File: src/rtl/bus_ctrl_pkg.sv
// rtl/bus_ctrl_pkg.sv - shared types and constants for the 68000 bus cycle controller
package bus_ctrl_pkg;

    typedef enum logic [2:0] {
        ROM,
        RAM,
        DUART,
        IO,
        UNMAPPED
    } region_t;

    typedef enum logic [2:0] {
        IDLE,
        WAIT,
        ACK,
        AVEC,
        FAULT,
        HOLD
    } state_t;

    localparam logic [3:0] ROM_BASE   = 4'h0;
    localparam logic [3:0] RAM_BASE   = 4'h8;
    localparam logic [3:0] DUART_BASE = 4'hC;
    localparam logic [3:0] IO_BASE    = 4'hF;

    localparam logic [2:0] FC_IACK = 3'b111;

    // The boot overlay maps the whole address space onto ROM so the reset
    // vector fetch at 0x000000/0x000004 and early code always hit the ROM.
    function automatic region_t decode_region(input logic [3:0] addr_h, input logic boot);
        region_t r;
        if (boot) begin
            r = ROM;
        end else begin
            case (addr_h)
                ROM_BASE:   r = ROM;
                RAM_BASE:   r = RAM;
                DUART_BASE: r = DUART;
                IO_BASE:    r = IO;
                default:    r = UNMAPPED;
            endcase
        end
        return r;
    endfunction

endpackage

File: src/rtl/bus_input_sync.sv
// rtl/bus_input_sync.sv - parameterised-width two-flop synchronizer, resets to all-ones
module bus_input_sync #(
    parameter int WIDTH = 3
) (
    input  logic             CLK,
    input  logic             RST,
    input  logic [WIDTH-1:0] d,
    output logic [WIDTH-1:0] q
);

    logic [WIDTH-1:0] meta;

    // Two register stages; all-ones reset keeps the active-low strobes idle.
    always_ff @(posedge CLK) begin
        if (RST) begin
            meta <= '1;
            q    <= '1;
        end else begin
            meta <= d;
            q    <= meta;
        end
    end

endmodule

File: src/rtl/bus_cycle_controller.sv
// rtl/bus_cycle_controller.sv - 68000 bus cycle sequencer (DTACK/BERR/VPA/BOOT); optional watchdog via BUS_TIMEOUT_EN
module bus_cycle_controller
    import bus_ctrl_pkg::*;
#(
    parameter int ROM_WS         = 2,
    parameter int RAM_WS         = 0,
    parameter int DUART_WS       = 4,
    parameter int IO_WS          = 1,
    parameter int BOOT_CYCLES    = 4,
    parameter int TIMEOUT_CYCLES = 64
) (
    input  logic       CLK,
    input  logic       RST,
    input  logic       AS,
    input  logic       UDS,
    input  logic       LDS,
    input  logic       RW,
    input  logic [2:0] FC,
    input  logic [3:0] ADDR_H,
    output logic       DTACK,
    output logic       BERR,
    output logic       VPA,
    output logic       BOOT
);

    // Wait counter is 4 bits, boot counter 3 bits, watchdog 8 bits.
    if (ROM_WS > 15 || RAM_WS > 15 || DUART_WS > 15 || IO_WS > 15) begin : g_ws_range
        $error("bus_cycle_controller: wait-state parameter exceeds 15");
    end
    if (BOOT_CYCLES < 1 || BOOT_CYCLES > 7) begin : g_boot_range
        $error("bus_cycle_controller: BOOT_CYCLES must be 1..7");
    end
    if (TIMEOUT_CYCLES < 2 || TIMEOUT_CYCLES > 256) begin : g_to_range
        $error("bus_cycle_controller: TIMEOUT_CYCLES must be 2..256");
    end

    logic [2:0] sync_q;
    logic       as_s, uds_s, lds_s;

    bus_input_sync #(.WIDTH(3)) u_sync (
        .CLK (CLK),
        .RST (RST),
        .d   ({AS, UDS, LDS}),
        .q   (sync_q)
    );

    assign as_s  = sync_q[2];
    assign uds_s = sync_q[1];
    assign lds_s = sync_q[0];

    function automatic logic [3:0] region_ws(input region_t r);
        case (r)
            ROM:     return 4'(ROM_WS);
            RAM:     return 4'(RAM_WS);
            DUART:   return 4'(DUART_WS);
            IO:      return 4'(IO_WS);
            default: return 4'd0;
        endcase
    endfunction

    state_t     state;
    region_t    region_q;
    region_t    cur_region;
    logic [3:0] wait_cnt;
    logic [2:0] boot_cnt;
    logic       cycle_done;

    assign cur_region = decode_region(ADDR_H, BOOT);
    assign cycle_done = as_s && (state == ACK || state == AVEC);

`ifdef BUS_TIMEOUT_EN
    localparam logic [7:0] WDOG_LAST = 8'(TIMEOUT_CYCLES - 1);
    logic [7:0] wdog;
    logic       dtack_pend;
    logic       unused_ok;
    assign unused_ok = RW;
`else
    logic unused_ok;
    assign unused_ok = ^{RW, region_q};
    assign BERR = 1'b1;
`endif

    // Bus cycle FSM with registered strobes.
    always_ff @(posedge CLK) begin
        if (RST) begin
            state    <= IDLE;
            DTACK    <= 1'b1;
            VPA      <= 1'b1;
            wait_cnt <= 4'd0;
            region_q <= ROM;
`ifdef BUS_TIMEOUT_EN
            BERR       <= 1'b1;
            wdog       <= 8'd0;
            dtack_pend <= 1'b0;
`endif
        end else begin
            case (state)
                IDLE: begin
`ifdef BUS_TIMEOUT_EN
                    wdog <= 8'd0;
`endif
                    if (!as_s && FC == FC_IACK) begin
                        state <= AVEC;
                        VPA   <= 1'b0;
                    end else if (!as_s && (!uds_s || !lds_s)) begin
                        region_q <= cur_region;
                        wait_cnt <= region_ws(cur_region);
                        state    <= WAIT;
                    end
`ifdef BUS_TIMEOUT_EN
                    // Address strobe with no data strobe: RMW gap, or a stuck bus.
                    else if (!as_s) begin
                        if (wdog == WDOG_LAST) begin
                            state      <= FAULT;
                            BERR       <= 1'b0;
                            dtack_pend <= 1'b0;
                        end else begin
                            wdog <= wdog + 8'd1;
                        end
                    end
`endif
                end
                WAIT: begin
`ifdef BUS_TIMEOUT_EN
                    if (wdog == WDOG_LAST) begin
                        state      <= FAULT;
                        BERR       <= 1'b0;
                        dtack_pend <= 1'b1;
                    end else begin
                        wdog <= wdog + 8'd1;
                        if (wait_cnt != 4'd0) begin
                            wait_cnt <= wait_cnt - 4'd1;
                        end else if (region_q != UNMAPPED) begin
                            state <= ACK;
                            DTACK <= 1'b0;
                        end
                    end
`else
                    if (wait_cnt == 4'd0) begin
                        state <= ACK;
                        DTACK <= 1'b0;
                    end else begin
                        wait_cnt <= wait_cnt - 4'd1;
                    end
`endif
                end
                ACK: begin
                    if (as_s) begin
                        DTACK <= 1'b1;
                        state <= IDLE;
                    end
                end
                AVEC: begin
`ifdef BUS_TIMEOUT_EN
                    if (wdog == WDOG_LAST && !as_s) begin
                        state      <= FAULT;
                        VPA        <= 1'b1;
                        BERR       <= 1'b0;
                        dtack_pend <= 1'b0;
                    end else begin
                        wdog <= wdog + 8'd1;
                        if (as_s) begin
                            VPA   <= 1'b1;
                            state <= IDLE;
                        end
                    end
`else
                    if (as_s) begin
                        VPA   <= 1'b1;
                        state <= IDLE;
                    end
`endif
                end
`ifdef BUS_TIMEOUT_EN
                FAULT: begin
                    if (as_s) begin
                        BERR  <= 1'b1;
                        state <= IDLE;
                    end else if (dtack_pend) begin
                        state <= HOLD;
                    end
                end
                // A data cycle was abandoned: DTACK stays high until the CPU ends it.
                HOLD: begin
                    DTACK <= 1'b1;
                    if (as_s) begin
                        BERR       <= 1'b1;
                        dtack_pend <= 1'b0;
                        state      <= IDLE;
                    end
                end
`endif
                default: begin
                    state <= IDLE;
                end
            endcase
        end
    end

    // Boot overlay: count completed DTACK/VPA cycles, drop BOOT for good at the limit.
    always_ff @(posedge CLK) begin
        if (RST) begin
            BOOT     <= 1'b1;
            boot_cnt <= 3'd0;
        end else if (BOOT && cycle_done) begin
            boot_cnt <= boot_cnt + 3'd1;
            if (boot_cnt == 3'(BOOT_CYCLES - 1)) begin
                BOOT <= 1'b0;
            end
        end
    end

endmodule
File: config.mk
export PLATFORM = sky130hd
export DESIGN_NAME = bus_cycle_controller
export DESIGN_NICKNAME = d
export VERILOG_FILES = /design/src/rtl/bus_ctrl_pkg.sv /design/src/rtl/bus_input_sync.sv /design/src/rtl/bus_cycle_controller.sv
export SDC_FILE = /design/constraint.sdc
export NUM_CORES = 1
export LEC_CHECK = 0
export BUFFER_PORTS_ARGS = -buffer_cell sky130_fd_sc_hd__buf_2
export CAP_MARGIN = 20
export CORE_UTILIZATION = 35
export DETAILED_ROUTE_END_ITERATION = 16
export PLACE_DENSITY = 0.5
export SYNTH_ARGS = -nofsm -noshare
export SYNTH_HDL_FRONTEND = slang
export SYNTH_SLANG_ARGS = --single-unit
export TNS_END_PERCENT = 50
File: constraint.sdc
create_clock -name CLK -period 3.34 [get_ports CLK]
set_input_delay 0.501 -clock CLK [delete_from_list [all_inputs] [get_ports CLK]]
set_output_delay 0.501 -clock CLK [all_outputs]
set_load 0.05 [all_outputs]
### Word level (Yosys, flattened, before mapping)

Cells that the tools add are included.

* add/subtract/negate cells: 2
* equal/unequal tests: 19
* muxes and demuxes: 17
* reduce and logical (&&, ||, !) cells: 22

Operators with widths (count)
* 3-bit one-hot mux with 3 select lines: 2
* 3-bit by 2-bit equality test with 1-bit output (second input constant): 5
* 3-bit 2-to-1 mux: 5
* 4-bit equality test (second input constant): 3
* 4-bit 2-to-1 mux: 3
* 3-bit one-hot mux with 4 select lines: 1
* 2-bit != test (second input constant): 5
* 3-bit AND reduction: 3
* 4-bit logical NOT: 2
* 4-bit one-hot mux with 2 select lines: 1
* 3-bit logical NOT: 2
* 2-bit by 1-bit != test with 1-bit output (second input constant): 3
* 2-bit nonzero test: 3
* 1-bit logical AND: 4
* 1-bit one-hot mux with 2 select lines: 2
* 4-bit AND reduction: 1
* 4-bit by 1-bit subtractor with 4-bit output (second input constant): 1
* 3-bit by 1-bit adder with 3-bit output (second input constant): 1
* 3-bit by 1-bit equality test with 1-bit output (second input constant): 1
* 3-bit equality test (second input constant): 1
* 1-bit logical NOT: 3
* 1-bit 2-to-1 mux: 3
* 3-bit != test (second input constant): 1
* 1-bit logical OR: 2
* 2 further kinds: 2

* bits in registers: 19
* bits of input ports: 13
* output and inout port bits: 4
* word-level logic and storage cells: 68

### Longest topological paths before layout

Gate-level depths: netlist of run 1.

* word-level depth: 8
* mapped depth: 7
* depth with buffers taken out: 6

### Cells and area by module

A second synthesis of run 1 with hierarchy kept.

* cell total of the unflattened synthesis: 92
* area total of the unflattened synthesis: 840.8 um^2

By module, submodules not included
* bus_cycle_controller: times used 1, cells each 80, area each 683.2 um^2
* bus_input_sync: times used 1, cells each 12, area each 157.7 um^2

### Worst setup path after synthesis of run 1

OpenSTA, ideal clock, no wires.

* path type: register -> register
* from: register state[0]
* to: register wait_cnt[3]
* data arrival time: 1.787 ns
* required time: 3.245 ns
* slack: 1.458 ns
* cell stages (with the launch flop): 7
* buffers on the path: 1
* cells stage by stage: dfxtp_1 inv_1 ha_1 clkbuf_1 a22o_1 or4_1 a221oi_1

* cells in the longest elaborated chain, start to end: 3
* elaborated cells between the ends (all ways): 8

RTL lines
* from (decl): line bus_cycle_controller.sv:61 `state_t state;`
* from (signal assigned): line bus_cycle_controller.sv:86 `state <= IDLE;`
* from (signal assigned): line bus_cycle_controller.sv:103 `state <= AVEC;`
* from (signal assigned): line bus_cycle_controller.sv:108 `state <= WAIT;`
* 3-bit by 1-bit equality test with 1-bit output or 3-bit logical NOT (tied branches): line bus_cycle_controller.sv:97 `case (state)`
* 2-bit != test (no source line) or 2-bit nonzero test (tied branches)
* 4-bit AND reduction (no source line)
* to (signal assigned): line bus_cycle_controller.sv:107 `wait_cnt <= region_ws(cur_region);`
* to (signal assigned): line bus_cycle_controller.sv:143 `wait_cnt <= wait_cnt - 4'd1;`
* to (decl): line bus_cycle_controller.sv:64 `logic [3:0] wait_cnt;`

Parallel ways exist; a longest one is shown, timed or not.
A chain may end at the register's enable or synchronous reset.

### Worst setup path after layout of run 1

* from: register wait_cnt[0]
* to: register wait_cnt[3]

* cells in the longest elaborated chain, start to end: 3
* elaborated cells between the ends (all ways): 6

RTL lines (line)
* 4-bit by 1-bit subtractor with 4-bit output or 4-bit logical NOT (tied branches): bus_cycle_controller.sv:143, bus_cycle_controller.sv:139
* 4-bit 2-to-1 mux or 2-bit != test (tied branches)
* 4-bit one-hot mux with 2 select lines or 4-bit AND reduction (tied branches)

Parallel ways exist; a longest one is shown, timed or not. The select of a mux whose other input is x is not followed.

==> flow_summary.toml, run 1 <==
[outcome]
status = "finished clean"

[worst_setup_path]
arrival_worst_endpoint_ns = 2.21
worstRegToRegCells = 6
critPathSlowestCell = "sky130_fd_sc_hd__or4_1"
cp-end-kind = "register"
worstSetupStartpoint = "wait_cnt[0]$_SDFFE_PP0P_"
worstPathCellList = "inv_1 > ha_1 > nor3b_1 > a22o_1 > or4_1 > a221oi_1"
crit-reg2reg-launch = "wait_cnt[0]$_SDFFE_PP0P_"
worstSetupStartpointType = "register"
setup.reg_to_reg.worst_slack_ns = 1.32
required_time_worst_endpoint_ns = 3.53
cp_max_fo = 4
worstReg2RegEnd = "wait_cnt[3]$_SDFFE_PP0P_"
slowest_delay_ns = 0.51
timing.setup.critical_path_class = "reg2reg"

[die]
fp.dieH_um = 53.4
floorplan.core_area_um2 = 2480
starting_utilization_of_the_core_area_pct = 37.4
die_area_um2 = 2860
dieWidth_um = 53.4
fp-row-count = 18
ioPinCount = 17

[logic_synthesis]
yosysTopAreaCellShare_pct = 38.9
ys_top_cells_by_count = "18 x sky130_fd_sc_hd__dfxtp_1, 11 x sky130_fd_sc_hd__nor2_1, 10 x sky130_fd_sc_hd__inv_1"
seq_area_frac_synth_pct = 38.9
netlist_instances = 105
async_reset_ff_share_pct = 0
synth.yosys.warnings = 0
yosys.cell_types.count = 37
synth-main-ff-cell = "sky130_fd_sc_hd__dfxtp_1"
avgSynthCellArea_um2 = 8.82
synthMostInstantiatedCell = "sky130_fd_sc_hd__dfxtp_1"
synth_area_leader_cell = "sky130_fd_sc_hd__dfxtp_1"
yosys-top-cells-area = "sky130_fd_sc_hd__dfxtp_1 39%, sky130_fd_sc_hd__ha_1 9.5%, sky130_fd_sc_hd__nor2_1 4.5%"
mappedNetlistArea_um2 = 926
number_of_enable_type_register_cells_in_the_synthesized_netlist = 0
postSynthRegisterBits = 18
synth_fp_nets = 125

[clock_network]
clock_tree.buffer_depth = 2
cts_hold_repair.buffers = 0
tritoncts_num_sinks = 18
clockRootBuffer = "sky130_fd_sc_hd__clkbuf_4"
clkSlewWorstSetupHoldPaths_ns = 0.10
insertion_delay_ns = 0.29
number_of_post_cts_setup_repair_buffers = 0
cts-resized-gates = 0
tritoncts = "done"
cts_made_buffers = 3
htreeDepth = 1

[finish]
syn2layout_area_growth_pct = 11.5
diodes = 0
combined_area_of_the_multi_input_logic_cells_um2 = 504
ratio_of_cells_with_drive_above_1_in_the_final_layout_pct = 23.1
num-nets-final = 139
ff_latch_area_um2 = 360
num-fill-cells = 281

[power]
power.share.clock_pct = 15.1
sw_frac_of_total_pct = 40.9
power_density_nw_per_um2 = 676
p_seq_share_pct = 39.2
cell_internal_power_w = 0.000412
net-switching-power_w = 0.000285
power.ir.vdd_worst_uv = 327
p_leak_nw = 0.440
combPwrFrac_pct = 45.7

[global_routing]
grt_start_max_net_pins = 18
overflow = 0
antenna_violations_before_repair = 0
track_usage_pct = 13.9
grt_pass1_vias = 633
grt_pass1_wl_mm = 2.75

[route]
drt-total-wl_mm = 1.68
ant_nets = 0
routedWlPerCell_um = 11.4
routed-via-count = 746
via_cell_ratio = 5.07
detail_route.iter0.violations = 5
post-route-drc-count = 0
number_of_detailed_route_iterations_in_the_first_pass = 4

[sta]
skew_ns = 0.00418
final.setup.tns_ns = 0
tmin_final_ns = 2.02
rsz0062_at_grt = "false"
report.final.hold_viol_count = 0
maxSlewViolCount = 0
fmaxAchievable_mhz = 496
finalCritPeriodShare_pct = 60.4
setup_violations = 0
timing.final.ws_setup_ns = 1.32
slew_headroom_pct = 66.6
worst-slew-pin-transition_ns = 0.500

[placement]
pre_cts_ws_ns = 1.37
gp_congestion = 0.745
io_buffer_count = 14
dpl.hpwl_mm = 1.25

[hold_path]
worstHoldStart = "AS"
min_to = "u_sync.meta[2]$_SDFF_PP1_"
worst_hold_path.num_cells = 2
worst_hold_path_type = "in2reg"

[run]
max_cap_violations = 0
cell type report:
cell class                 count  share of cell area, %
tap                           30                   3.64
sequential                    18                   34.9
inverter                      10                   3.64
multi-input combinational     72                   48.8
clock buffer                   3                   2.18
timing repair buffer          14                   6.79
power groups by stage:
| stage | Clock (W) | Sequential, W | Combinational [W] |
|---|---|---|---|
| global route | 0.000123 | 0.000280 | 0.000354 |
| detailed placement | 0 | 0.000278 | 0.000313 |
| CTS | 0.000112 | 0.000274 | 0.000314 |
| finish | 0.000105 | 0.000273 | 0.000319 |
| global placement | 0 | 0.000279 | 0.000311 |
| floorplan | 0 | 0.000307 | 0.000222 |
per-layer routing:
metal	GRT usage, %	routed length (um)	share of wire (%)	vias up
li1	-	-	-	396
met4	7.89	34	2.0	0
met3	3.45	64	3.8	5
met1	18.3	860	51	328
met5	0	0	0	-
met2	20.2	722	43	17
layout by cell type, fill, tap and decap left out, types with 2 or more instances in the layout:
| cell | netlist | layout |
|---|---|---|
| sky130_fd_sc_hd__dfxtp_1 | 18 | 18 |
| sky130_fd_sc_hd__nor2_1 | 11 | 11 |
| sky130_fd_sc_hd__a221oi_1 | 2 | 2 |
| sky130_fd_sc_hd__or4_1 | 2 | 2 |
| sky130_fd_sc_hd__nand3_1 | 3 | 3 |
| sky130_fd_sc_hd__o21ai_0 | 3 | 3 |
| sky130_fd_sc_hd__or2_2 | 6 | 6 |
| sky130_fd_sc_hd__nand2_1 | 4 | 4 |
| sky130_fd_sc_hd__ha_1 | 7 | 7 |
| sky130_fd_sc_hd__a211oi_1 | 2 | 2 |
| sky130_fd_sc_hd__o31ai_1 | 4 | 4 |
| sky130_fd_sc_hd__a21oi_1 | 6 | 6 |
| sky130_fd_sc_hd__inv_1 | 10 | 10 |
| sky130_fd_sc_hd__clkbuf_4 | 0 | 3 |
| sky130_fd_sc_hd__buf_2 | 1 | 14 |
| sky130_fd_sc_hd__and2_1 | 2 | 2 |
worst max-delay path, delay by kind of cell, from the launching register on:
kind,cells,cell delay (ns)
buffers and inverters,1,0.07
AOI/OAI and AO/OA,2,0.57
adders and majority gates,1,0.23
DFF,1,0.35
and+or+nand+nor,2,0.70
sequential cells by signal, indices dropped and copies added, names as in the netlist:
signal and count:
VPA 1, u_sync.q 3, boot_cnt 3, DTACK 1, u_sync.meta 3, state 2, BOOT 1, wait_cnt 4
worst max-delay path by stage:
stage                                           to  slack (ns)  cells past startpoint
after floorplan           wait_cnt[3]$_SDFFE_PP0P_        1.46                      6
after global placement    wait_cnt[3]$_SDFFE_PP0P_        1.40                      6
after detailed placement  wait_cnt[3]$_SDFFE_PP0P_        1.37                      6
after CTS                 wait_cnt[3]$_SDFFE_PP0P_        1.34                      6
after global routing      wait_cnt[3]$_SDFFE_PP0P_        1.22                      6
final                     wait_cnt[3]$_SDFFE_PP0P_        1.32                      6
logic make-up after synthesis:
logic type      Yosys count  share of synthesized area [%]
compound gates           29                           23.0
xor+xnor                  1                          0.946
other cells               1                          0.405
fa+ha+maj                 7                           9.46
simple gates             33                           19.6
mux                       1                           1.08
buf+inv                  15                           6.62
flops                    18                           38.9
stage by stage:
stage	hold WS [ns]	utilization (%)	cell area, um2	cells	power (W)
3_3_place_gp	0.397	40.8	1010	144	0.000589
6_report	0.385	41.7	1030	147	0.000698
4_1_cts	0.374	41.7	1030	147	0.000700
2_1_floorplan	0.389	-	926	105	0.000529
5_1_grt	0.363	41.7	1030	147	0.000757
3_5_place_dp	0.393	40.8	1010	144	0.000591
Power figures use the tool's default switching activity.
==> run 2: changes to the inputs <==
--- a/config.mk
+++ b/config.mk
@@ -9,7 +9,7 @@
 export CAP_MARGIN = 20
 export CORE_UTILIZATION = 35
 export DETAILED_ROUTE_END_ITERATION = 16
-export PLACE_DENSITY = 0.5
+export PLACE_DENSITY = 0.52
 export SYNTH_ARGS = -nofsm -noshare
 export SYNTH_HDL_FRONTEND = slang
 export SYNTH_SLANG_ARGS = --single-unit
==> constraint.sdc (replaced) <==
create_clock -name CLK -period 1.7 [get_ports CLK]
set_input_delay 0.255 -clock CLK [delete_from_list [all_inputs] [get_ports CLK]]
set_output_delay 0.255 -clock CLK [all_outputs]
set_load 0.05 [all_outputs]
==> run 2 against run 1 <==
Final area is 15% higher. Largest cell class unchanged. Count of clock-buffer cells in the layout is 1 higher. Critical path depth is the same. Power rose to 2.5 times the previous value. Sequential power rose by 110%.
==> flow_summary.toml, run 2 (synthesized netlist as in run 1, its figures left out) <==
[run]
max_cap_violations = 0

[finish]
num-nets-final = 149
max_flop_register = "wait_cnt"
postLayoutCellArea_um2 = 1190
final_cells = 158
most_frequent_standard_cell_in_the_layout_excluding_fill_and_tap_cells = "sky130_fd_sc_hd__dfxtp_1"
largest_reg_flops = 4
ratio_of_cells_with_drive_above_1_in_the_final_layout_pct = 39.8
diodes = 0
most-common-layout-cells = "15 x sky130_fd_sc_hd__dfxtp_1, 14 x sky130_fd_sc_hd__buf_2, 11 x sky130_fd_sc_hd__nor2_1"
syn2layout_area_growth_pct = 28.4

[global_routing]
track_usage_pct = 14.8
antenna_violations_before_repair = 0
overflow = 0
grt_pass1_vias = 670
grt_start_max_net_pins = 18
grt_pass1_wl_mm = 3.00

[power]
power_density_nw_per_um2 = 1470
combPwrFrac_pct = 52.5
p_leak_nw = 0.507
power.ir.vdd_worst_uv = 798
cell_internal_power_w = 0.00109
p_seq_share_pct = 32.2
net-switching-power_w = 0.000658
report.power.total_w = 0.00175
power.share.clock_pct = 15.2
sw_frac_of_total_pct = 37.5

[route]
via_cell_ratio = 5.16
routed-via-count = 816
detail_route.iter0.violations = 18
routedWlPerCell_um = 11.6
number_of_detailed_route_iterations_in_the_first_pass = 4
ant_nets = 0
drt-total-wl_mm = 1.84
post-route-drc-count = 0

[sta]
timing.final.ws_setup_ns = 0.00626
finalCritPeriodShare_pct = 99.6
setup_violations = 0
skew_ns = 0.00507
maxSlewViolCount = 0
tmin_final_ns = 1.69
fmaxAchievable_mhz = 590
report.final.hold_viol_count = 0
rsz0062_at_grt = "true"
final.setup.tns_ns = 0

[hold_path]
min_to = "u_sync.meta[1]$_SDFF_PP1_"
worst_hold_path_type = "in2reg"
worst_hold_path.num_cells = 2
worstHoldStart = "UDS"

[die]
starting_utilization_of_the_core_area_pct = 37.4
dieWidth_um = 53.4
fp-row-count = 18
floorplan.core_area_um2 = 2480
ioPinCount = 17
fp.dieH_um = 53.4
die_area_um2 = 2860

[worst_setup_path]
arrival_worst_endpoint_ns = 1.91
worstRegToRegCells = 6
timing.setup.critical_path_class = "reg2reg"
cp_max_fo = 3
cp-end-kind = "register"
required_time_worst_endpoint_ns = 1.91
crit-reg2reg-launch = "wait_cnt[0]$_SDFFE_PP0P_"
worstReg2RegEnd = "wait_cnt[3]$_SDFFE_PP0P_"
setup.reg_to_reg.worst_slack_ns = 0.006
worstSetupStartpointType = "register"

[clock_network]
tritoncts_num_sinks = 18
clock_tree.buffer_depth = 2
clkSlewWorstSetupHoldPaths_ns = 0.11
cts_made_buffers = 3
cts_hold_repair.buffers = 0
insertion_delay_ns = 0.29
clockRootBuffer = "sky130_fd_sc_hd__clkbuf_4"
tritoncts = "done"
htreeDepth = 1

[placement]
dpl.cell_count = 152
detailed_place.area_um2 = 1090
dpl.hpwl_mm = 1.35
io_buffer_count = 14
pre_cts_ws_ns = -0.00869
gp_congestion = 0.751

[outcome]
status = "finished clean"
-- run 2: cell count changes in the layout (fill, tap and decap cells not counted), sizes merged --
| cell | previous run | this run |
|---|---|---|
| clkbuf | 3 | 4 |
| buf | 14 | 24 |
-- run 2: stage by stage --
stage | hold WS [ns] | utilization, %
finish | 0.133 | 48.0
detailed placement | 0.395 | 43.8
CTS | 0.117 | 46.6
floorplan | 0.359 | -
global placement | 0.395 | 43.8
global route | 0.111 | 48.0
-- run 2: what timing repair did --
action	4_1_cts	5_1_grt
resized for setup	4	5
buffers inserted	0	2
pin swaps	0	1
endpoints found under the setup margin	1	3
hold endpoints to repair	0	0
-- run 2: worst max-delay path by stage --
stage | from | endpoint | slack, ns | cells past startpoint
after detailed placement | state[0]$_SDFFE_PP0P_ | wait_cnt[3]$_SDFFE_PP0P_ | -0.009 | 6
after global placement | state[0]$_SDFFE_PP0P_ | wait_cnt[3]$_SDFFE_PP0P_ | 0.04 | 6
after CTS | wait_cnt[1]$_SDFFE_PP0P_ | wait_cnt[3]$_SDFFE_PP0P_ | 0.009 | 6
after global routing | wait_cnt[0]$_SDFFE_PP0P_ | wait_cnt[3]$_SDFFE_PP0P_ | -0.08 | 6
after floorplan | state[0]$_SDFFE_PP0P_ | wait_cnt[3]$_SDFFE_PP0P_ | 0.04 | 6
final | wait_cnt[0]$_SDFFE_PP0P_ | wait_cnt[3]$_SDFFE_PP0P_ | 0.006 | 6
-- run 2: power by group through the flow --
stage                     logic (W)  clock network, W  registers [W]
final                      0.000920          0.000267       0.000564
after global routing        0.00103          0.000303       0.000576
after CTS                  0.000861          0.000283       0.000552
after detailed placement   0.000778                 0       0.000557
after global placement     0.000777                 0       0.000557
after floorplan            0.000490                 0       0.000614
-- run 2: worst max-delay path, stage by stage, from the launching register on --
cell and delay, ns:
sky130_fd_sc_hd__dfxtp_2 0.35, sky130_fd_sc_hd__inv_2 0.06, sky130_fd_sc_hd__ha_4 0.16, sky130_fd_sc_hd__nor3b_4 0.15, sky130_fd_sc_hd__a22o_1 0.22, sky130_fd_sc_hd__or4_4 0.42, sky130_fd_sc_hd__a221oi_2 0.26
-- run 2: routing by layer --
metal	GRT usage (%)	up-vias	wire length (um)
li1	-	419	-
met1	20.6	380	942
met2	21.3	13	809
met3	3.45	4	60
met4	6.58	0	23
met5	0	-	0
-- run 2: final cells by class --
type,instances,area (um2)
Fill cell,263,1290
Tap cell,30,37.5
Multi-Input combinational cell,72,563
Inverter,10,40.0
Clock buffer,4,36.3
Timing Repair Buffer,24,145
Sequential cell,18,367
